==> src/rtl/lieat_exu_com_wbck_pkg.sv <==
// Shared constants for the lieat EXU commit writeback arbiter.
//   XLEN / RF_IDX   : datapath and register-index widths
//   WBCK_SRC_*      : holding-register slot numbers; a lower number means higher priority
//   wbck_fixed_prio : picks the one-hot lowest set bit of a request vector
package lieat_exu_com_wbck_pkg;
  localparam int XLEN         = 32;
  localparam int RF_IDX       = 5;
  localparam int WBCK_SRC_CSR = 0;
  localparam int WBCK_SRC_LSU = 1;
  localparam int WBCK_SRC_MDU = 2;
  localparam int WBCK_SRC_ALU = 3;
  localparam int WBCK_SRC_NUM = 4;

  // Slot 0 (CSR) wins. Isolating the lowest set bit gives the fixed priority
  // CSR > LSU > MDU > ALU without a priority chain.
  function automatic logic [WBCK_SRC_NUM-1:0] wbck_fixed_prio(
    input logic [WBCK_SRC_NUM-1:0] req
  );
    return req & (~req + {{(WBCK_SRC_NUM-1){1'b0}}, 1'b1});
  endfunction
endpackage

==> src/rtl/lieat_exu_com_wbck_hold.sv <==
// One-entry result holding register for one writeback source.
//   clock, reset : rising-edge clock, synchronous active-high reset
//   load_i       : the source's result is accepted this cycle
//   rd_i, data_i : destination register and result value
//   grant_i      : the arbiter is writing this entry to the register file
//   vld_o        : the entry holds a pending write
//   rd_o, data_o : held destination register and result value
// A result aimed at x0 is accepted but never stored, so it never writes.
// A load in the same cycle as a grant replaces the granted entry.
module lieat_exu_com_wbck_hold
  import lieat_exu_com_wbck_pkg::*;
(
  input  logic              clock,
  input  logic              reset,
  input  logic              load_i,
  input  logic [RF_IDX-1:0] rd_i,
  input  logic [XLEN-1:0]   data_i,
  input  logic              grant_i,
  output logic              vld_o,
  output logic [RF_IDX-1:0] rd_o,
  output logic [XLEN-1:0]   data_o
);
  logic load_eff;

  assign load_eff = load_i & (rd_i != '0);

  // The valid bit changes on a real load (set) or a grant (clear); a load wins.
  lieat_general_dfflr #(.DW(1)) u_vld (
    .clk (clock), .rst (reset), .lden (load_eff | grant_i),
    .dnxt(load_eff), .qout(vld_o)
  );

  lieat_general_dfflr #(.DW(RF_IDX)) u_rd (
    .clk (clock), .rst (reset), .lden (load_eff),
    .dnxt(rd_i), .qout(rd_o)
  );

  lieat_general_dfflr #(.DW(XLEN)) u_data (
    .clk (clock), .rst (reset), .lden (load_eff),
    .dnxt(data_i), .qout(data_o)
  );
endmodule

==> src/rtl/lieat_general_dfflr.sv <==
// Generic state flop with load enable and synchronous active-high reset to zero.
//   clk  : rising-edge clock
//   rst  : synchronous reset, clears qout
//   lden : load enable
//   dnxt : next value, loaded when lden is high
//   qout : registered value
module lieat_general_dfflr #(
  parameter int DW = 1
) (
  input  logic          clk,
  input  logic          rst,
  input  logic          lden,
  input  logic [DW-1:0] dnxt,
  output logic [DW-1:0] qout
);
  always_ff @(posedge clk) begin
    if (rst) begin
      qout <= '0;
    end else if (lden) begin
      qout <= dnxt;
    end
  end
endmodule

==> src/rtl/lieat_exu_com_wbck.sv <==
// Commit-stage writeback arbiter: buffers CSR/LSU/MDU/ALU results in one-entry
// holding registers, grants one per cycle by fixed priority
// (CSR > LSU > MDU > ALU) and drives the registered register-file write port.
// Ports:
//   clock, reset                    : rising-edge clock, synchronous active-high reset
//   csr_o_valid/_data/_rd           : CSR result pulse, always accepted
//   {alu,lsu,mdu}_wb_valid/_ready   : valid/ready handshake; a transfer happens on the
//                                     cycle where both are high. ready = entry empty or
//                                     being granted, so it depends only on state.
//   {alu,lsu,mdu}_wb_rd/_data       : result destination and value
//   wbck_rf_wen/_idx/_wdata         : registered register-file write port
//   wbck_busy                       : any pending entry or a write in flight
//   wbck_perf_wr_cnt/_stall_cnt     : write and producer-stall counters, present only
//                                     when LIEAT_WBCK_PERF_EN is defined
module lieat_exu_com_wbck
  import lieat_exu_com_wbck_pkg::*;
(
  input  logic              clock,
  input  logic              reset,
  input  logic              csr_o_valid,
  input  logic [XLEN-1:0]   csr_o_data,
  input  logic [RF_IDX-1:0] csr_o_rd,
  input  logic              alu_wb_valid,
  output logic              alu_wb_ready,
  input  logic [RF_IDX-1:0] alu_wb_rd,
  input  logic [XLEN-1:0]   alu_wb_data,
  input  logic              lsu_wb_valid,
  output logic              lsu_wb_ready,
  input  logic [RF_IDX-1:0] lsu_wb_rd,
  input  logic [XLEN-1:0]   lsu_wb_data,
  input  logic              mdu_wb_valid,
  output logic              mdu_wb_ready,
  input  logic [RF_IDX-1:0] mdu_wb_rd,
  input  logic [XLEN-1:0]   mdu_wb_data,
  output logic              wbck_rf_wen,
  output logic [RF_IDX-1:0] wbck_rf_idx,
  output logic [XLEN-1:0]   wbck_rf_wdata,
  output logic              wbck_busy
`ifdef LIEAT_WBCK_PERF_EN
  ,
  output logic [31:0]       wbck_perf_wr_cnt,
  output logic [31:0]       wbck_perf_stall_cnt
`endif
);
  logic [WBCK_SRC_NUM-1:0] load;
  logic [WBCK_SRC_NUM-1:0] hold_vld;
  logic [WBCK_SRC_NUM-1:0] grant;
  logic [RF_IDX-1:0]       in_rd     [WBCK_SRC_NUM];
  logic [XLEN-1:0]         in_data   [WBCK_SRC_NUM];
  logic [RF_IDX-1:0]       hold_rd   [WBCK_SRC_NUM];
  logic [XLEN-1:0]         hold_data [WBCK_SRC_NUM];
  logic [RF_IDX-1:0]       grant_rd;
  logic [XLEN-1:0]         grant_data;
  logic                    any_grant;

  assign in_rd[WBCK_SRC_CSR]   = csr_o_rd;
  assign in_rd[WBCK_SRC_LSU]   = lsu_wb_rd;
  assign in_rd[WBCK_SRC_MDU]   = mdu_wb_rd;
  assign in_rd[WBCK_SRC_ALU]   = alu_wb_rd;
  assign in_data[WBCK_SRC_CSR] = csr_o_data;
  assign in_data[WBCK_SRC_LSU] = lsu_wb_data;
  assign in_data[WBCK_SRC_MDU] = mdu_wb_data;
  assign in_data[WBCK_SRC_ALU] = alu_wb_data;

  // Ready looks only at held state and the grant, never at the valid inputs.
  assign lsu_wb_ready = ~hold_vld[WBCK_SRC_LSU] | grant[WBCK_SRC_LSU];
  assign mdu_wb_ready = ~hold_vld[WBCK_SRC_MDU] | grant[WBCK_SRC_MDU];
  assign alu_wb_ready = ~hold_vld[WBCK_SRC_ALU] | grant[WBCK_SRC_ALU];

  // CSR has no back-pressure: a pending CSR entry is always granted the cycle
  // after capture, so the holding register is free whenever the next pulse arrives.
  assign load[WBCK_SRC_CSR] = csr_o_valid;
  assign load[WBCK_SRC_LSU] = lsu_wb_valid & lsu_wb_ready;
  assign load[WBCK_SRC_MDU] = mdu_wb_valid & mdu_wb_ready;
  assign load[WBCK_SRC_ALU] = alu_wb_valid & alu_wb_ready;

  for (genvar g = 0; g < WBCK_SRC_NUM; g++) begin : g_hold
    lieat_exu_com_wbck_hold u_hold (
      .clock  (clock),
      .reset  (reset),
      .load_i (load[g]),
      .rd_i   (in_rd[g]),
      .data_i (in_data[g]),
      .grant_i(grant[g]),
      .vld_o  (hold_vld[g]),
      .rd_o   (hold_rd[g]),
      .data_o (hold_data[g])
    );
  end

  assign grant     = wbck_fixed_prio(hold_vld);
  assign any_grant = |grant;

  // Grant is one-hot (or zero), so an AND-OR mux selects the winner.
  always_comb begin
    grant_rd   = '0;
    grant_data = '0;
    for (int i = 0; i < WBCK_SRC_NUM; i++) begin
      grant_rd   = grant_rd   | ({RF_IDX{grant[i]}} & hold_rd[i]);
      grant_data = grant_data | ({XLEN{grant[i]}}   & hold_data[i]);
    end
  end

  lieat_general_dfflr #(.DW(1)) u_rf_wen (
    .clk (clock), .rst (reset), .lden (1'b1),
    .dnxt(any_grant), .qout(wbck_rf_wen)
  );

  // Index and data keep their last value when nothing is written.
  lieat_general_dfflr #(.DW(RF_IDX)) u_rf_idx (
    .clk (clock), .rst (reset), .lden (any_grant),
    .dnxt(grant_rd), .qout(wbck_rf_idx)
  );

  lieat_general_dfflr #(.DW(XLEN)) u_rf_wdata (
    .clk (clock), .rst (reset), .lden (any_grant),
    .dnxt(grant_data), .qout(wbck_rf_wdata)
  );

  assign wbck_busy = (|hold_vld) | wbck_rf_wen;

`ifdef LIEAT_WBCK_PERF_EN
  logic producer_stall;

  assign producer_stall = (alu_wb_valid & ~alu_wb_ready)
                        | (lsu_wb_valid & ~lsu_wb_ready)
                        | (mdu_wb_valid & ~mdu_wb_ready);

  // Counters wrap naturally at 32 bits.
  lieat_general_dfflr #(.DW(32)) u_perf_wr (
    .clk (clock), .rst (reset), .lden (wbck_rf_wen),
    .dnxt(wbck_perf_wr_cnt + 32'd1), .qout(wbck_perf_wr_cnt)
  );

  lieat_general_dfflr #(.DW(32)) u_perf_stall (
    .clk (clock), .rst (reset), .lden (producer_stall),
    .dnxt(wbck_perf_stall_cnt + 32'd1), .qout(wbck_perf_stall_cnt)
  );
`endif
endmodule

==> config.mk <==
export PLATFORM = sky130hd
export DESIGN_NAME = lieat_exu_com_wbck
export DESIGN_NICKNAME = d
export VERILOG_FILES = /design/src/rtl/lieat_exu_com_wbck_pkg.sv /design/src/rtl/lieat_exu_com_wbck_hold.sv /design/src/rtl/lieat_general_dfflr.sv /design/src/rtl/lieat_exu_com_wbck.sv
export SDC_FILE = /design/constraint.sdc
export NUM_CORES = 1
export LEC_CHECK = 0
export CELL_PAD_IN_SITES_DETAIL_PLACEMENT = 0
export CELL_PAD_IN_SITES_GLOBAL_PLACEMENT = 1
export CORE_UTILIZATION = 35
export CTS_CLUSTER_DIAMETER = 100
export CTS_CLUSTER_SIZE = 40
export DETAILED_ROUTE_END_ITERATION = 7
export PLACE_DENSITY_LB_ADDON = 0.1
export SYNTH_ARGS = -nofsm -noshare
export SYNTH_HDL_FRONTEND = slang
export SYNTH_HIERARCHICAL = 1
export SYNTH_SLANG_ARGS = --single-unit
==> constraint.sdc <==
create_clock -name clock -period 2.1 [get_ports clock]
set_clock_uncertainty 0.1 [all_clocks]
set_input_delay 0.42 -clock clock [delete_from_list [all_inputs] [get_ports clock]]
set_output_delay 0.42 -clock clock [all_outputs]
set_load 0.01 [all_outputs]
# Word-level counts from Yosys, hierarchy flattened
# Index checks and enable logic that the tools add are counted.
# totals
ff_bits	190
input_bits	154
output_inout_bits	42
wordCells	56
# classes
addsub	1
bitwise	34
reduce_logical	6
# op_table
cell	count
$and A32 B32 Y32	4
$or A32 B32 Y32	3
$and A5 B5 Y5	4
$reduce_bool A5 Y1	4
$or A5 B5 Y5	3
$or A1 B1 Y1	8
$reduce_or A4 Y1	2
$and A1 B1 Y1	7
$add A4 B1 Y4 const B	1
$and A4 B4 Y4	1
$not A4 Y4	1
$not A1 Y1	3

# Depth between registers and ports, before layout
# logic_depth
ltp_word	7
ltp_mapped	10

# Modules after synthesis
# The synthesis kept the hierarchy.
# modules_own_cells
module	instances	cells_each	area_per_inst_um2
lieat_general_dfflr (g_hold[0].u_hold.u_data ...)	5	103	1163.6
lieat_exu_com_wbck	1	184	1388.8
lieat_general_dfflr (g_hold[0].u_hold.u_rd ...)	5	16	180.2
lieat_general_dfflr (g_hold[0].u_hold.u_vld ...)	5	3	33.8
lieat_exu_com_wbck_hold	4	6	35.0

# Least setup slack after synthesis
# Ideal clock, no wire load.
# synth_path
path_type	register to register
startpoint	register g_hold[0].u_hold.u_vld.qout
endpoint	register g_hold[2].u_hold.u_data.qout[0]
setup_time_ps	128
t_arrival_ps	1932
required_ps	1872
path_slack_ps	-59
stages_incl_launch_ff	10
path_buffers	4
period_less_slack_ps	2159
path_cell_list	dfxtp_1 -> buf_6 -> buf_2 -> o21ai_0 -> and2_1 -> a21boi_1 -> buf_6 -> buf_12 -> mux2i_1 -> nor2_1
# synth_between
elab_chain_cells	6
# synth_lines
element	line	source
from (decl)	lieat_general_dfflr.sv:14	output logic [DW-1:0] qout
from (signal assigned)	lieat_general_dfflr.sv:20	qout <= dnxt;
$not A4 Y4	lieat_exu_com_wbck_pkg.sv:19	return req & (~req + {{(WBCK_SRC_NUM-1){1'b0}}, 1'b1});
$add A4 B1 Y4	lieat_exu_com_wbck_pkg.sv:19	
$and A4 B4 Y4	lieat_exu_com_wbck_pkg.sv:19	
$or A1 B1 Y1	lieat_exu_com_wbck.sv:67	assign mdu_wb_ready = ~hold_vld[WBCK_SRC_MDU] | grant[WBCK_SRC_MDU];
via mdu_wb_ready	lieat_exu_com_wbck.sv:32	output logic mdu_wb_ready,
$and A1 B1 Y1	lieat_exu_com_wbck.sv:74	assign load[WBCK_SRC_MDU] = mdu_wb_valid & mdu_wb_ready;
via load[2]	lieat_exu_com_wbck.sv:45	logic [WBCK_SRC_NUM-1:0] load;
$and A1 B1 Y1	lieat_exu_com_wbck_hold.sv:25	assign load_eff = load_i & (rd_i != '0);
via g_hold[2].u_hold.load_eff	lieat_exu_com_wbck_hold.sv:23	logic load_eff;
to (signal assigned)	lieat_general_dfflr.sv:20	
to (decl)	lieat_general_dfflr.sv:14	
# The timed path passes the listed nets, and every way through them passes these cells.
# A chain may end at the register's enable or synchronous reset.

# Worst setup path in the final report
# layout_path
startpoint	register g_hold[0].u_hold.u_vld.qout
endpoint	output port wbck_busy
# layout_between
elab_chain_cells	2
# layout_lines
element	line	source
$reduce_or A4 Y1	lieat_exu_com_wbck.sv:120	assign wbck_busy = (|hold_vld) | wbck_rf_wen;
$or A1 B1 Y1	lieat_exu_com_wbck.sv:120	
to (decl)	lieat_exu_com_wbck.sv:38	output logic wbck_busy
# No other way between the ends.

==> flow_metrics.py <==
metrics = {
    "finish": {
        "diodes": 0,
        "drive_above_1_share": 0.126,
        "final_util": 0.475,
        "regArea_um2": 3810,
        "n_fill_cell": 2269,
        "syn_to_final_growth_pct": 32.9,
        "multiInputGateArea_um2": 4050,
        "nNetsFinal": 1150,
        "finalNonFillerCells": 1328,
        "fin_area_um2": 11200,
    },
    "drt": {
        "drtAntennaViolNets": 0,
        "drt_wl_total_um": 22700,
        "vias_per_cell": 4.63,
        "dr.pass1.iters": 4,
        "drtIter0Drc": 305,
        "wl_per_cell_um": 17.1,
        "drc": 0,
        "vias": 6153,
    },
    "die": {
        "core_um2": 23500,
        "die_w_um": 157,
        "start_util": 0.358,
        "dieHeight_um": 157,
        "die_area_um2": 24700,
        "ios": 196,
        "rows": 56,
    },
    "timing": {
        "final.period_utilization": 1.02,
        "worst_slack_ps": -47.6,
        "tns_ps": -47.6,
        "timing.fmax_mhz": 466,
        "final-max-slew-violation-count": 0,
        "finalHoldViolCount": 0,
        "holdWs_ps": 219,
        "rsz0062_at_grt": "yes",
        "setup_violations": 1,
        "period_needed_ps": 2150,
    },
    "synth": {
        "syn_area_per_cell_um2": 10.3,
        "yosys.area.top_type": "dfxtp_1",
        "syn_inst": 818,
        "yosysWarningCount": 6,
        "synth_nets": 972,
        "synth_common_cells": "nor2_1 (198), dfxtp_1 (190), mux2i_1 (190), nor2b_1 (39), a221oi_2 (30)",
        "synth_top_area_frac": 0.452,
        "netlist_area_um2": 8420,
        "yosysUniqueCellTypes": 26,
        "yosysSeqAreaShare": 0.452,
        "yosysMostFrequentCell": "nor2_1",
        "synth_edf_count": 0,
        "synth.ff_latch_count": 190,
        "synthFlopType": "dfxtp_1",
        "synth-async-reset-ratio": 0,
        "yosys-top-cells-area": "dfxtp_1 (45%), mux2i_1 (23%), nor2_1 (8.8%), a221oi_2 (5.4%), buf_12 (3.6%)",
    },
    "setup_path": {
        "critPathKind": "flop to output port",
        "required_ps": 1580,
        "start_kind": "flop",
        "crit_path_end_kind": "output port",
        "worstPathArrival_ps": 1630,
        "rr_worst_depth": 7,
        "critPathMaxFanout": 3,
    },
    "cts": {
        "path_clk_slew_ps": 80,
        "clock_latency_ps": 430,
        "clock_path_buffers": 2,
        "cts_htree_levels": 4,
        "cts_tree": "built",
        "clock-sinks": 190,
        "cts_root_buf": "clkbuf_16",
        "cts_setup_buffers": 0,
        "hold_buffers": 0,
        "cts_buffers": 17,
    },
    "status": {
        "violations": "setup timing",
        "status": "complete, but fails checks",
    },
    "power": {
        "vdd_drop_max_mv": 0.505,
        "pwr-share-clk": 0.360,
        "switchingPower_mw": 2.48,
        "seqPwrFrac": 0.452,
        "p_sw_frac": 0.279,
        "combPwrFrac": 0.189,
        "p_int_mw": 6.38,
        "cellLeakagePower_nw": 4.67,
        "p_total_mw": 8.86,
        "power_density_nw_per_um2": 792,
    },
    "global_routing": {
        "antenna_found_initial": 0,
        "grt_pass1_wl_um": 35100,
        "track_usage": 0.189,
        "overflow": 0,
        "grt_max_degree": 62,
        "grt_pass1_vias": 6135,
    },
    "flow_run": {
        "cap_violations": 0,
    },
    "hold_path": {
        "hold_depth": 2,
        "hold_path_class": "input pin to flop",
    },
    "placed_design": {
        "post-place-ws_ps": 32.2,
        "gp_congestion": 0.734,
        "placed_cells": 1296,
        "hpwl_um": 15400,
        "placed_cell_area_um2": 10600,
        "io_buffer_count": 195,
    },
}
==> worst max-delay path, stage by stage, from the launching register on <==
cell and delay [ps]:
dfxtp_4 340, or3_4 390, or3_4 340, buf_6 130
==> placed cells by master (no fill, tap or decap), types with 2 or more instances in the layout <==
| master | synthesis | routed |
|---|---|---|
| clkdlybuf4s50_1 | 0 | 190 |
| clkbuf_8 | 0 | 2 |
| nor2b_1 | 39 | 38 |
| o21ai_1 | 27 | 27 |
| dfxtp_1 | 190 | 188 |
| o21ai_2 | 10 | 11 |
| a221oi_2 | 30 | 30 |
| buf_6 | 18 | 2 |
| nor3_2 | 4 | 4 |
| clkinvlp_4 | 0 | 2 |
| a21oi_1 | 4 | 4 |
| clkbuf_16 | 0 | 17 |
| buf_12 | 15 | 16 |
| nand2_1 | 29 | 29 |
| inv_8 | 0 | 5 |
| buf_4 | 2 | 10 |
| mux2i_1 | 190 | 190 |
| clkinv_4 | 0 | 6 |
| dlygate4sd2_1 | 0 | 2 |
| nor2_1 | 198 | 198 |
| a221oi_1 | 7 | 7 |
| and2_1 | 3 | 3 |
| nand2_2 | 10 | 10 |
| a21boi_4 | 0 | 4 |
| nor3_1 | 4 | 4 |
| or3_4 | 0 | 2 |
==> cell families (layout without fill, tap and decap cells) <==
kind of cell    Yosys count  in the layout  synth area share
simple gates            292            292             0.153
other cells               1              1          0.000446
mux                     190            190             0.226
flops                   190            190             0.452
buf+inv                  62            253            0.0749
compound gates           83             83            0.0938
==> final timing paths <==
check | startpoint | endpoint | slack (ps)
setup / recovery | g_hold[0].u_hold/u_vld/qout$_SDFFE_PP0P_ | wbck_busy | -50
hold / removal | reset | g_hold[1].u_hold/u_data/qout[30]$_SDFFE_PP0P_ | 220
setup reg to reg | g_hold[0].u_hold/u_vld/qout$_SDFFE_PP0P_ | g_hold[3].u_hold/u_data/qout[30]$_SDFFE_PP0P_ | 180
hold reg to reg | g_hold[0].u_hold/u_data/qout[7]$_SDFFE_PP0P_ | g_hold[0].u_hold/u_data/qout[7]$_SDFFE_PP0P_ | 400
==> area by class of cell <==
class	instances	share of cell area
multi-input cells	566	0.362
repair buffers	221	0.210
flip-flops and latches	190	0.341
well taps	319	0.0357
clock inverters	13	0.0111
clock buffers	19	0.0405
==> power by group through the flow <==
stage | clock network (mW) | logic (mW) | registers, mW
after floorplan | 0 | 1.04 | 4.07
after global placement | 0 | 1.68 | 4.08
after detailed placement | 0 | 1.68 | 4.08
after CTS | 3.28 | 1.69 | 4.00
after global routing | 3.43 | 1.82 | 4.03
final | 3.19 | 1.67 | 4.00
==> flip-flops by register name (all words and copies together), names as in the netlist <==
| signal | cells |
|---|---|
| g_hold.u_hold/u_data/qout | 128 |
| u_rf_wdata/qout | 32 |
| g_hold.u_hold/u_rd/qout | 20 |
| u_rf_idx/qout | 5 |
| g_hold.u_hold/u_vld/qout | 4 |
| u_rf_wen/qout | 1 |
==> per-layer routing <==
| metal | vias to the layer above | GRT usage | share of wire |
|---|---|---|---|
| met5 | - | 0 | 0 |
| li1 | 3155 | - | - |
| met1 | 2833 | 0.265 | 0.50 |
| met4 | 0 | 0.0439 | 0.0070 |
| met2 | 156 | 0.295 | 0.45 |
| met3 | 9 | 0.0377 | 0.045 |
==> timing repair <==
item / CTS / global route
endpoints found under the setup margin: 4 / 3
gates resized for setup: 8 / 5
gates cloned: 0 / 0
Power figures use the tool's default switching activity.
